[src/rtl/ex_stage.sv]
// MIPS execute stage: single-cycle ALU, iterative 32-step MULTU with HI/LO, EX/MEM output registers.
// Optional signed-overflow trap on ADD/SUB is enabled by defining EX_OVERFLOW_EN (adds OverflowM).
module ex_stage #(
  parameter int unsigned WIDTH      = 32,
  parameter int unsigned MUL_CYCLES = 32
) (
  input  logic             clk,
  input  logic             rst,
  input  logic             ValidE,
  input  logic [WIDTH-1:0] SrcAE,
  input  logic [WIDTH-1:0] SrcBE,
  input  logic [WIDTH-1:0] WriteDataE,
  input  logic [4:0]       WriteRegE,
  input  logic [3:0]       ALUControlE,
  input  logic             RegWriteE,
  input  logic             MemtoRegE,
  input  logic             MemWriteE,
  output logic             StallE,
  output logic             MulBusy,
  output logic [WIDTH-1:0] ALUOutM,
  output logic [WIDTH-1:0] WriteDataM,
  output logic [4:0]       WriteRegM,
  output logic             RegWriteM,
  output logic             MemtoRegM,
`ifdef EX_OVERFLOW_EN
  output logic             OverflowM,
`endif
  output logic             MemWriteM
);

  localparam logic [3:0] OP_AND  = 4'b0000;
  localparam logic [3:0] OP_OR   = 4'b0001;
  localparam logic [3:0] OP_ADD  = 4'b0010;
  localparam logic [3:0] OP_SUB  = 4'b0110;
  localparam logic [3:0] OP_SLT  = 4'b0111;
  localparam logic [3:0] OP_NOR  = 4'b1100;
  localparam logic [3:0] OP_MULT = 4'b1000;
  localparam logic [3:0] OP_MFHI = 4'b1001;
  localparam logic [3:0] OP_MFLO = 4'b1010;
  localparam int unsigned CW = $clog2(MUL_CYCLES + 1);

  typedef enum logic {IDLE, BUSY} state_t;

  state_t             state, state_next;
  logic [CW-1:0]      count;
  logic [WIDTH-1:0]   mcand, mplier, hi, lo;
  logic [2*WIDTH-1:0] acc, acc_next;
  logic [WIDTH:0]     step_sum;
  logic [WIDTH-1:0]   result, sum, diff;
  logic               mul_op, is_mult, accept, start, ovf;

  assign sum     = SrcAE + SrcBE;
  assign diff    = SrcAE - SrcBE;
  assign is_mult = (ALUControlE == OP_MULT);
  assign mul_op  = is_mult || (ALUControlE == OP_MFHI) || (ALUControlE == OP_MFLO);
  assign MulBusy = (state == BUSY);
  assign StallE  = MulBusy && ValidE && mul_op;
  assign accept  = ValidE && !StallE;
  assign start   = (state == IDLE) && ValidE && is_mult;

  // Carry out of the upper-half add lands in the MSB after the right shift.
  assign step_sum = {1'b0, acc[2*WIDTH-1:WIDTH]} + (mplier[0] ? {1'b0, mcand} : '0);
  assign acc_next = {step_sum, acc[WIDTH-1:1]};

`ifdef EX_OVERFLOW_EN
  always_comb begin
    ovf = 1'b0;
    if (ALUControlE == OP_ADD)
      ovf = (SrcAE[WIDTH-1] == SrcBE[WIDTH-1]) && (sum[WIDTH-1] != SrcAE[WIDTH-1]);
    else if (ALUControlE == OP_SUB)
      ovf = (SrcAE[WIDTH-1] != SrcBE[WIDTH-1]) && (diff[WIDTH-1] != SrcAE[WIDTH-1]);
  end
`else
  assign ovf = 1'b0;
`endif

  always_comb begin
    result = '0;
    case (ALUControlE)
      OP_AND:  result = SrcAE & SrcBE;
      OP_OR:   result = SrcAE | SrcBE;
      OP_ADD:  result = sum;
      OP_SUB:  result = diff;
      OP_SLT:  result = {{(WIDTH-1){1'b0}}, ($signed(SrcAE) < $signed(SrcBE))};
      OP_NOR:  result = ~(SrcAE | SrcBE);
      OP_MFHI: result = hi;
      OP_MFLO: result = lo;
      default: result = '0;
    endcase
  end

  always_comb begin
    state_next = state;
    case (state)
      IDLE:    if (start) state_next = BUSY;
      BUSY:    if (count == CW'(1)) state_next = IDLE;
      default: state_next = IDLE;
    endcase
  end

  always_ff @(posedge clk) begin
    if (rst) begin
      state  <= IDLE;
      count  <= '0;
      mcand  <= '0;
      mplier <= '0;
      acc    <= '0;
      hi     <= '0;
      lo     <= '0;
    end else begin
      state <= state_next;
      if (state == IDLE) begin
        if (start) begin
          mcand  <= SrcAE;
          mplier <= SrcBE;
          acc    <= '0;
          count  <= CW'(MUL_CYCLES);
        end
      end else begin
        acc    <= acc_next;
        mplier <= mplier >> 1;
        count  <= count - CW'(1);
        if (count == CW'(1)) begin
          hi <= acc_next[2*WIDTH-1:WIDTH];
          lo <= acc_next[WIDTH-1:0];
        end
      end
    end
  end

  // MULTU writes no GPR, so it retires into M exactly like a bubble.
  always_ff @(posedge clk) begin
    if (rst || !accept || is_mult) begin
      ALUOutM    <= '0;
      WriteDataM <= '0;
      WriteRegM  <= '0;
      RegWriteM  <= 1'b0;
      MemtoRegM  <= 1'b0;
      MemWriteM  <= 1'b0;
`ifdef EX_OVERFLOW_EN
      OverflowM  <= 1'b0;
`endif
    end else begin
      ALUOutM    <= result;
      WriteDataM <= WriteDataE;
      WriteRegM  <= WriteRegE;
      RegWriteM  <= RegWriteE && !ovf;
      MemtoRegM  <= MemtoRegE;
      MemWriteM  <= MemWriteE;
`ifdef EX_OVERFLOW_EN
      OverflowM  <= ovf;
`endif
    end
  end

endmodule

[config.mk]
export PLATFORM = sky130hd
export DESIGN_NAME = ex_stage
export DESIGN_NICKNAME = d
export VERILOG_FILES = /design/src/rtl/ex_stage.sv
export SDC_FILE = /design/constraint.sdc
export NUM_CORES = 1
export LEC_CHECK = 0
export CAP_MARGIN = 30
export CELL_PAD_IN_SITES_DETAIL_PLACEMENT = 1
export CELL_PAD_IN_SITES_GLOBAL_PLACEMENT = 2
export CORE_MARGIN = 2
export CORE_UTILIZATION = 35
export DETAILED_ROUTE_END_ITERATION = 16
export HOLD_SLACK_MARGIN = 0.15
export PLACE_DENSITY_LB_ADDON = 0.1
export SYNTH_ARGS = -nofsm -noshare
export SYNTH_HDL_FRONTEND = slang
export SYNTH_SLANG_ARGS = --single-unit
[constraint.sdc]
create_clock -name clk -period 7.5 [get_ports clk]
set_input_delay 2.25 -clock clk [delete_from_list [all_inputs] [get_ports clk]]
set_output_delay 2.25 -clock clk [all_outputs]
set_load 0.005 [all_outputs]
==> results of run 1 <==
## sequential cells by signal, indices dropped and copies added, names as in the netlist
name / flops
acc: 63
ALUOutM: 32
WriteDataM: 32
hi: 32
lo: 32
mcand: 32
mplier: 32
count: 6
WriteRegM: 5
MemWriteM: 1
MemtoRegM: 1
MulBusy: 1
RegWriteM: 1
## cell families (layout without fill, tap and decap cells)
| logic type | count (synthesis) | count (layout) | share of synthesized area [%] |
|---|---|---|---|
| multiplexers | 7 | 7 | 0.430 |
| buffers and inverters | 254 | 387 | 5.97 |
| AO/OA/AOI/OAI | 664 | 664 | 25.6 |
| other | 0 | 1 | 0 |
| flip-flops | 270 | 270 | 33.2 |
| XOR/XNOR | 44 | 44 | 2.37 |
| adder cells (fa/ha/maj) | 137 | 137 | 10.7 |
| AND/OR/NAND/NOR | 774 | 774 | 21.8 |
## per-layer routing
layer | wire length, um | share of wire, % | global-route usage, % | vias up
met5 | 0 | 0 | 0 | -
met4 | 1540 | 2.5 | 7.63 | 0
met3 | 3030 | 4.9 | 3.44 | 78
met2 | 26900 | 43 | 39.5 | 372
met1 | 30800 | 49 | 37.1 | 7913
li1 | - | - | - | 7737
## metrics by stage
stage	cell area (um2)	setup WS [ns]	utilization, %	hold slack [ns]
floorplan	16300	2.24	-	0.427
global placement	18600	1.01	40.2	0.438
detailed placement	18600	0.972	40.2	0.446
CTS	19800	0.962	42.8	0.455
global route	19800	0.868	42.8	0.474
finish	19800	0.968	42.8	0.453
## synthesized netlist by cell type (4+ instances only)
master	n	area [um2]
nand3b_1	8	60.1
buf_1	11	41.3
a21o_1	36	270
nor2_1	229	860
o21ai_1	6	30.0
nor2b_1	10	62.6
xor2_1	14	123
a22o_1	9	78.8
nand2_1	279	1050
inv_1	111	417
a31oi_1	36	225
and2_1	75	469
mux2i_1	7	70.1
a21oi_1	297	1490
nor4_1	12	75.1
dfxtp_1	270	5410
clkbuf_1	116	435
ha_1	134	1680
o31ai_1	19	143
or2_2	6	37.5
a2111oi_0	4	35.0
nand2b_1	11	68.8
a222oi_1	30	300
xnor2_1	30	263
o22ai_1	7	43.8
o21a_1	7	52.6
a211oi_1	15	113
o21bai_1	22	165
nor3b_1	5	37.5
a22oi_1	8	60.1
nand4_1	16	100
and3_1	48	300
or3_1	6	37.5
nor3_1	28	140
nand4b_1	4	35.0
nand3_1	28	140
a221oi_1	4	35.0
buf_2	12	60.1
o211ai_1	13	97.6
o21ai_0	98	490
a221o_1	9	90.1
## placed cells by master (no fill, tap or decap), types with 13 or more instances in the layout
cell type	instances
a211oi_1	15
a21o_1	36
a21oi_1	297
a222oi_1	30
a31oi_1	36
and2_1	75
and3_1	48
buf_4	27
clkbuf_16	36
clkdlybuf4s50_1	183
dfxtp_1	269
ha_1	134
inv_1	111
nand2_1	279
nand3_1	27
nand4_1	16
nor2_1	226
nor3_1	26
o211ai_1	13
o21ai_0	98
o21bai_1	22
o31ai_1	19
xnor2_1	30
xor2_1	14
## layout make-up
class / instances / area (um2)
antenna: 1 / 2.50
clock buffer: 50 / 1030
clock inverter: 12 / 156
fill: 5626 / 26500
inverter: 114 / 428
multi-input combinational: 1626 / 9970
sequential: 270 / 5410
tap: 607 / 759
timing repair buffer: 211 / 2050
## worst max-delay path, stage by stage
cell	delay, ns
clkdlybuf4s50_1	0.76
nor2b_1	0.41
nand2_1	0.10
a211oi_1	0.21
clkdlybuf4s50_1	0.55
## final timing paths
path / cells after the start / slack, ns / endpoint / startpoint
worst max-delay path: 5 / 0.97 / StallE / ALUControlE[3]
worst min register to register: 2 / 0.45 / mcand[27]$_SDFFE_PP0P_ / mcand[27]$_SDFFE_PP0P_
worst min-delay path: 2 / 0.45 / mcand[27]$_SDFFE_PP0P_ / mcand[27]$_SDFFE_PP0P_
worst max register to register: 13 / 4.01 / acc[63]$_SDFFE_PP0P_ / mplier[0]$_SDFFE_PP0P_
## power groups by stage
stage,Sequential [mW],Combinational (mW),Clock [mW]
finish,1.46,0.572,1.75
detailed placement,1.49,0.564,0
global route,1.46,0.626,1.85
floorplan,1.49,0.323,0
CTS,1.46,0.568,1.80
global placement,1.49,0.555,0
==> summary by stage, run 1 <==
Clock tree
The count of hold-fix buffers inserted at cts is 0. Once the clock tree was built, the setup fixing pass inserted 0 buffers. In this run the number of H-tree levels came out at 2. The TritonCTS clock tree is built.

The tree built by TritonCTS fans out to 270 sinks. The buffer levels on the longest clock path is 3. For the worst-skew pair, the clock arrives at the later sink with an insertion delay of 0.56 ns.

TritonCTS created 35 clock buffers. The post-cts repair resize count is 0. After clock tree synthesis, the clock-pin slew on the worst setup and hold paths is 0.06 ns. The cell at the root of the clock tree is clkbuf_16.

Timing
The smallest clock period supported by the final layout is computed as 6.53 ns. The final number of max-transition violations is 0. Setup repair after global routing left no endpoint under its margin. The setup TNS is 0 ns. The final count of negative-setup-slack endpoints is 0. The post-route clock skew is 0.0148 ns. For this run, the top clock speed supported by timing is 153 MHz. Measured against its own limit, the worst slew margin works out to 34.3%. The pin slew with the least headroom to its limit is 0.983 ns. After layout, the worst path uses 87.1% of the clock period. The final hold violation count is 0.

Place
The count of input and output buffers is 184. The HPWL after detailed placement is 45,000 um. The final weighted congestion in routability-driven placement is 0.871. The number of placed instances, taps included, is 2,828.

Floorplanning
The floorplan step defined a die boundary enclosing 48,300 um2. The number of core rows is 79. The width of the die is 220 um. The core region is 46,300 um2. The floorplan step set the die height to 220 um.

For this configuration, the core starts out at a cell density of 35.2%. The total I/O pin count is 185.

Routing
The total number of vias is 16,100. In the final routed layout, each cell accounts on average for 21.5 um. The sum of routed wire length over all layers is 62,200 um.

For this run, design rule violations remaining after detail routing come to 0. The detail-routed via count per cell is 5.57. The antenna violation net count after detailed routing is 0. Before antenna repair, the detailed router went through 8 iterations.

The starting DRC count in detailed routing is 1,210.

Worst setup path
The worst path arrival time is 4.28 ns. The data required time at the worst endpoint is 5.25 ns. By startpoint and endpoint, the worst setup path is classified as primary input to primary output. The highest net fanout along the worst path is 13.

The worst setup path is launched from a primary input. The critical path capture point type is a primary output.

Logic synthesis
The most common flop cell mapped by yosys is dfxtp_1. The synthesized net count is 2,398. Synthesis handed over a netlist of 2,150 instances. The share of async-settable or async-resettable flops after synthesis is 0%. Sequential elements use 33.2% of the synthesized area. The count of warnings emitted by yosys is 0.

The synthesized netlist contains 80 unique library cells. The number of flops mapped to enable cells by yosys is 0. In this run the cell area of the synthesized design comes to 16,300 um2. After synthesis the netlist holds a flip-flop and latch count of 270. Averaged over all synthesized cells, the footprint is 7.58 um2.

GRT
Global routing consumed, over all layers together, 25.6% of the routing resources. The global-route wire length before repair is 95,400 um. The number of global-route vias before repair is 16,000. The initial antenna violation count is 0. Entering global routing, the biggest net connects 87 pins.

Summed over all layers, the global routing overflow is 0.

Job
The tool flagged a number of max-cap violations equal to 0.

Power and ir drop
The sequential fraction of design power is 38.6%. The clock network is responsible for 46.2% of the overall power. For this design the ratio of total power to cell area is 191 nW/um2. The internal portion of the total power is 2.74 mW. The share of total power dissipated in combinational logic is 15.1%. Summed over all cells, the static leakage comes to 8.09 nW. For this design the total switching power over the nets is 1.04 mW.

The net switching share of the total power is 27.6%. Overall power consumption after layout is estimated at 3.78 mW. VDD sags by at most 0.155 mV.

Layout
The relative area change from synthesis to final layout is 21.6%. For this run, the number of standard cells in the final layout without fillers is 2,891. In the final design database the tool counted 2,506 nets. The fraction of final layout cells sized beyond drive strength 1 is 5.26%.

Worst hold path
The tightest min-delay check is of the register to register type.

Outcome
The flow ran to the end, and the final reports show no timing, DRC or antenna violations.
No activity file was read; power rests on OpenSTA's default activity.
==> inputs of run 2 (changes only) <==
--- a/config.mk
+++ b/config.mk
@@ -5,11 +5,12 @@
 export SDC_FILE = /design/constraint.sdc
 export NUM_CORES = 1
 export LEC_CHECK = 0
+export ABC_AREA = 1
 export CAP_MARGIN = 30
 export CELL_PAD_IN_SITES_DETAIL_PLACEMENT = 1
 export CELL_PAD_IN_SITES_GLOBAL_PLACEMENT = 2
 export CORE_MARGIN = 2
-export CORE_UTILIZATION = 35
+export CORE_UTILIZATION = 34
 export DETAILED_ROUTE_END_ITERATION = 16
 export HOLD_SLACK_MARGIN = 0.15
 export PLACE_DENSITY_LB_ADDON = 0.1
==> summary by stage, run 2 <==
Outcome
The flow ran to the end, and the final reports show no timing, DRC or antenna violations.

Timing
The pin slew with the least headroom to its limit is 1.03 ns (+0.0418 ns). The timing-limited maximum frequency came to 161 MHz (+5.4%). The minimum period implied by the final worst setup slack is 6.20 ns (-0.332 ns). The tightest hold margin is 0.446 ns (-0.00752 ns). Setup repair after global routing left no endpoint under its margin. The post-route clock skew is 0.0241 ns (+0.00933 ns).

The final critical-path share of the clock period is 82.7% (-4.4 points). The final number of max-transition violations came to 0 (unchanged). The setup TNS came to 0 ns (unchanged). The final count of negative-setup-slack endpoints is 0 (unchanged). The final hold violation count came to 0 (unchanged). The remaining max-slew budget at the tightest pin was 31.5% (-2.8 points).

Logic synthesis
The average size of a mapped cell came to 6.19 um2 (-18%). The share of async-settable or async-resettable flops after synthesis came to 0% (unchanged). The synthesized area is 18,000 um2 (+11%).

The number of different library cells in the post-synthesis netlist is 50 (-38%). Ranked by total cell area, the synthesized netlist is headed by dfxtp_1 (30%), nand2_1 (20%), inv_1 (9.6%), ha_1 (9.3%), a21oi_1 (5.6%). The count of warnings emitted by yosys was 0 (unchanged). The synthesis-stage register bit count was 270 (unchanged). The share of synthesized area occupied by flip-flops and latches is 30.0% (-3.2 points). The number of flops mapped to enable cells by yosys was 0 (unchanged). The most common flop cell mapped by yosys is dfxtp_1. The area share of the largest cell type after synthesis came to 30.0% (-3.2 points). The instance count of the mapped netlist is 2,913 (+35%).

Among all cell types in the netlist, the one instantiated most often is nand2_1. The largest area contributor in the synthesized netlist is dfxtp_1. The synthesized net count is 3,161 (+32%). The commonest cells after synthesis are nand2_1 (948), inv_1 (462), dfxtp_1 (270).

Layout
The top cell types in the final layout, fill and taps aside, are nand2_1 (948), inv_1 (462), dfxtp_1 (269), nor2_1 (259), a21oi_1 (201). The multi-input logic area is 10,300 um2 (+3.5%). The number of standard cells in the layout, taps in and fillers out is 3,771 (+30%). More flip-flops sit in one register than any other, and that register is acc. The register area is 5410 um2 (unchanged). The relative area change from synthesis to final layout is 20.2%. The net total in the final layout was 3,297 (+32%). The most common cell after layout, fill and taps aside is nand2_1. The flip-flop count of the largest register, all copies and words added is 63 (unchanged). The core utilization of the finished layout is 41.3% (-1.6 points). The fraction of final layout cells sized beyond drive strength 1 is 4.06% (-1.2 points). The number of filler cells placed in the layout was 6,954 (+24%).

Worst setup path
The highest net fanout along the worst path is 7 (-6). The class of the most critical setup path is primary input to primary output. The critical path capture point type is a primary output.

The worst-case register-to-register setup slack is 4.83 ns (+0.82 ns). The worst setup path is launched from a primary input. The worst path arrival time came to 3.95 ns (-0.33 ns). The data required time at the worst endpoint is 5.25 ns (about the same).

Clock tree
TritonCTS built the clock tree. The number of buffers inserted during clock tree synthesis is 36 (+2.9%). The post-cts repair resize count came to 0 (unchanged). The post-CTS setup-driven buffer insertion count is 0 (unchanged). The cell sitting at the root of the clock tree is a clkbuf_16. The buffer levels on the longest clock path was 3 (unchanged). The clock insertion delay at the later pin of the skew report is 0.57 ns (about the same). The number of H-tree levels is 2 (unchanged).

The sink count of the clock tree was 270 (unchanged). The count of hold-fix buffers inserted at cts came to 0 (unchanged). The clock edge transition at the registers on the reported setup and hold paths is 0.06 ns (about the same).

GRT
The initial antenna violation count is 5 (+5). The met1 usage in global routing came to 37.1% (-0.040 points). The maximum number of pins on one net before global-route repair is 75 (-14%).

In this run the most used layer during global routing was met2. The global-route wire length before repair is 113,000 um (+19%). The global routing usage summed across all routing layers is 27.2% (+1.5 points).

The global-route met3 utilization is 3.88% (+0.44 points). The met2 usage in global routing is 44.0% (+4.5 points). The number of global-route vias before repair is 19,300 (+21%). The aggregate global routing overflow came to 0 (unchanged).

Floorplanning
The standard cell core area is 52,600 um2 (+14%). The total I/O pin count is 185 (unchanged). The number of core rows was 84 (+6.3%).

The total die area is 54,900 um2 (+14%). The die span in y is 234 um (+6.6%). The width of the die came to 234 um (+6.6%). The initial cell density of the core was 34.3% (-0.89 points).

Worst hold path
The tightest min-delay check is of the register to register type.

Routing
The total number of vias is 19,000 (+18%). The average wire per standard cell is 19.8 um (-7.7%). The starting DRC count in detailed routing is 1,024 (-15%). The length of the first detailed-routing pass in iterations is 5 (-3). The antenna violation net count after detailed routing came to 0 (unchanged). The DRC violation count after routing is 0 (unchanged). The detail-routed via count per cell is 5.05 (-9.3%).

The sum of routed wire length over all layers is 74,900 um (+20%).

Power and ir drop
The sum of internal, switching and leakage power is 3.91 mW (+3.4%). The power density over cell area was 180 nW/um2 (-5.5%). The static leakage is 10.4 nW (+29%). The peak supply drop came to 0.136 mV (-13%).

Place
The total placed cells including tap cells was 3,699 (+31%). The count of input and output buffers was 184 (unchanged). The detailed-placement wirelength estimate is 58,600 um (+30%). The final weighted congestion in routability-driven placement is 0.890 (+2.2%).

Job
The max-cap violation count is 0 (unchanged).
-- run 2: changes by cell type after synthesis, moves of 36 or more --
cell	previous run	this run
a21o_1	36	0
a21oi_1	297	201
and2_1	75	4
and3_1	48	6
buf_2	12	53
clkbuf_1	116	41
inv_1	111	462
nand2_1	279	948
nand3_1	28	150
o21ai_0	98	136
-- run 2: metrics by stage --
stage / setup slack (ns) / area (um2)
after global routing: 1.19 / 21700
after global placement: 1.33 / 20400
after CTS: 1.29 / 21700
final: 1.30 / 21700
after detailed placement: 1.30 / 20400
after floorplan: 2.48 / 18000
-- run 2: critical path, stage by stage --
cell             delay [ns]
clkdlybuf4s50_1        0.71
nand2_1                0.22
nor3_2                 0.24
clkdlybuf4s50_1        0.53
-- run 2: worst paths after layout --
| path | start | end | cells past startpoint |
|---|---|---|---|
| setup / recovery | ALUControlE[3] | StallE | 4 |
| hold / removal | lo[18]$_SDFFE_PP0P_ | lo[18]$_SDFFE_PP0P_ | 2 |
| setup reg to reg | mplier[0]$_SDFFE_PP0P_ | hi[27]$_SDFFE_PP0P_ | 15 |
| hold reg to reg | lo[18]$_SDFFE_PP0P_ | lo[18]$_SDFFE_PP0P_ | 2 |
-- run 2: per-layer routing --
layer	routed length, um	vias to the layer above	share of wire [%]
met3	3330	96	4.4
met1	35300	9163	47
li1	-	9412	-
met5	0	-	0
met4	2110	0	2.8
met2	34100	373	46
-- run 2: power by group --
part	leakage, nW	switching (mW)	internal, mW
Combinational	7.63	0.437	0.218
Clock	0.601	0.721	1.07
Sequential	2.18	0.00737	1.46
Total	10.4	1.17	2.75
-- run 2: final cells by class --
class | instances | area share, %
inverters | 477 | 8.27
diodes | 6 | 0.0693
repair buffers | 205 | 9.40
well taps | 688 | 3.97
flip-flops and latches | 270 | 25.0
clock inverters | 12 | 0.733
multi-input cells | 2059 | 47.6
clock buffers | 54 | 4.98
-- run 2: logic make-up (layout without fill, tap and decap cells) --
logic type               after synthesis  count (layout)  synth area share (%)
XOR/XNOR                              15              15                 0.729
adder cells (fa/ha/maj)              137             137                  9.63
AO/OA/AOI/OAI                        461             461                  14.1
buffers and inverters                584             748                  12.9
AND/OR/NAND/NOR                     1446            1446                  32.7
flip-flops                           270             270                  30.0
other                                  0               6                     0
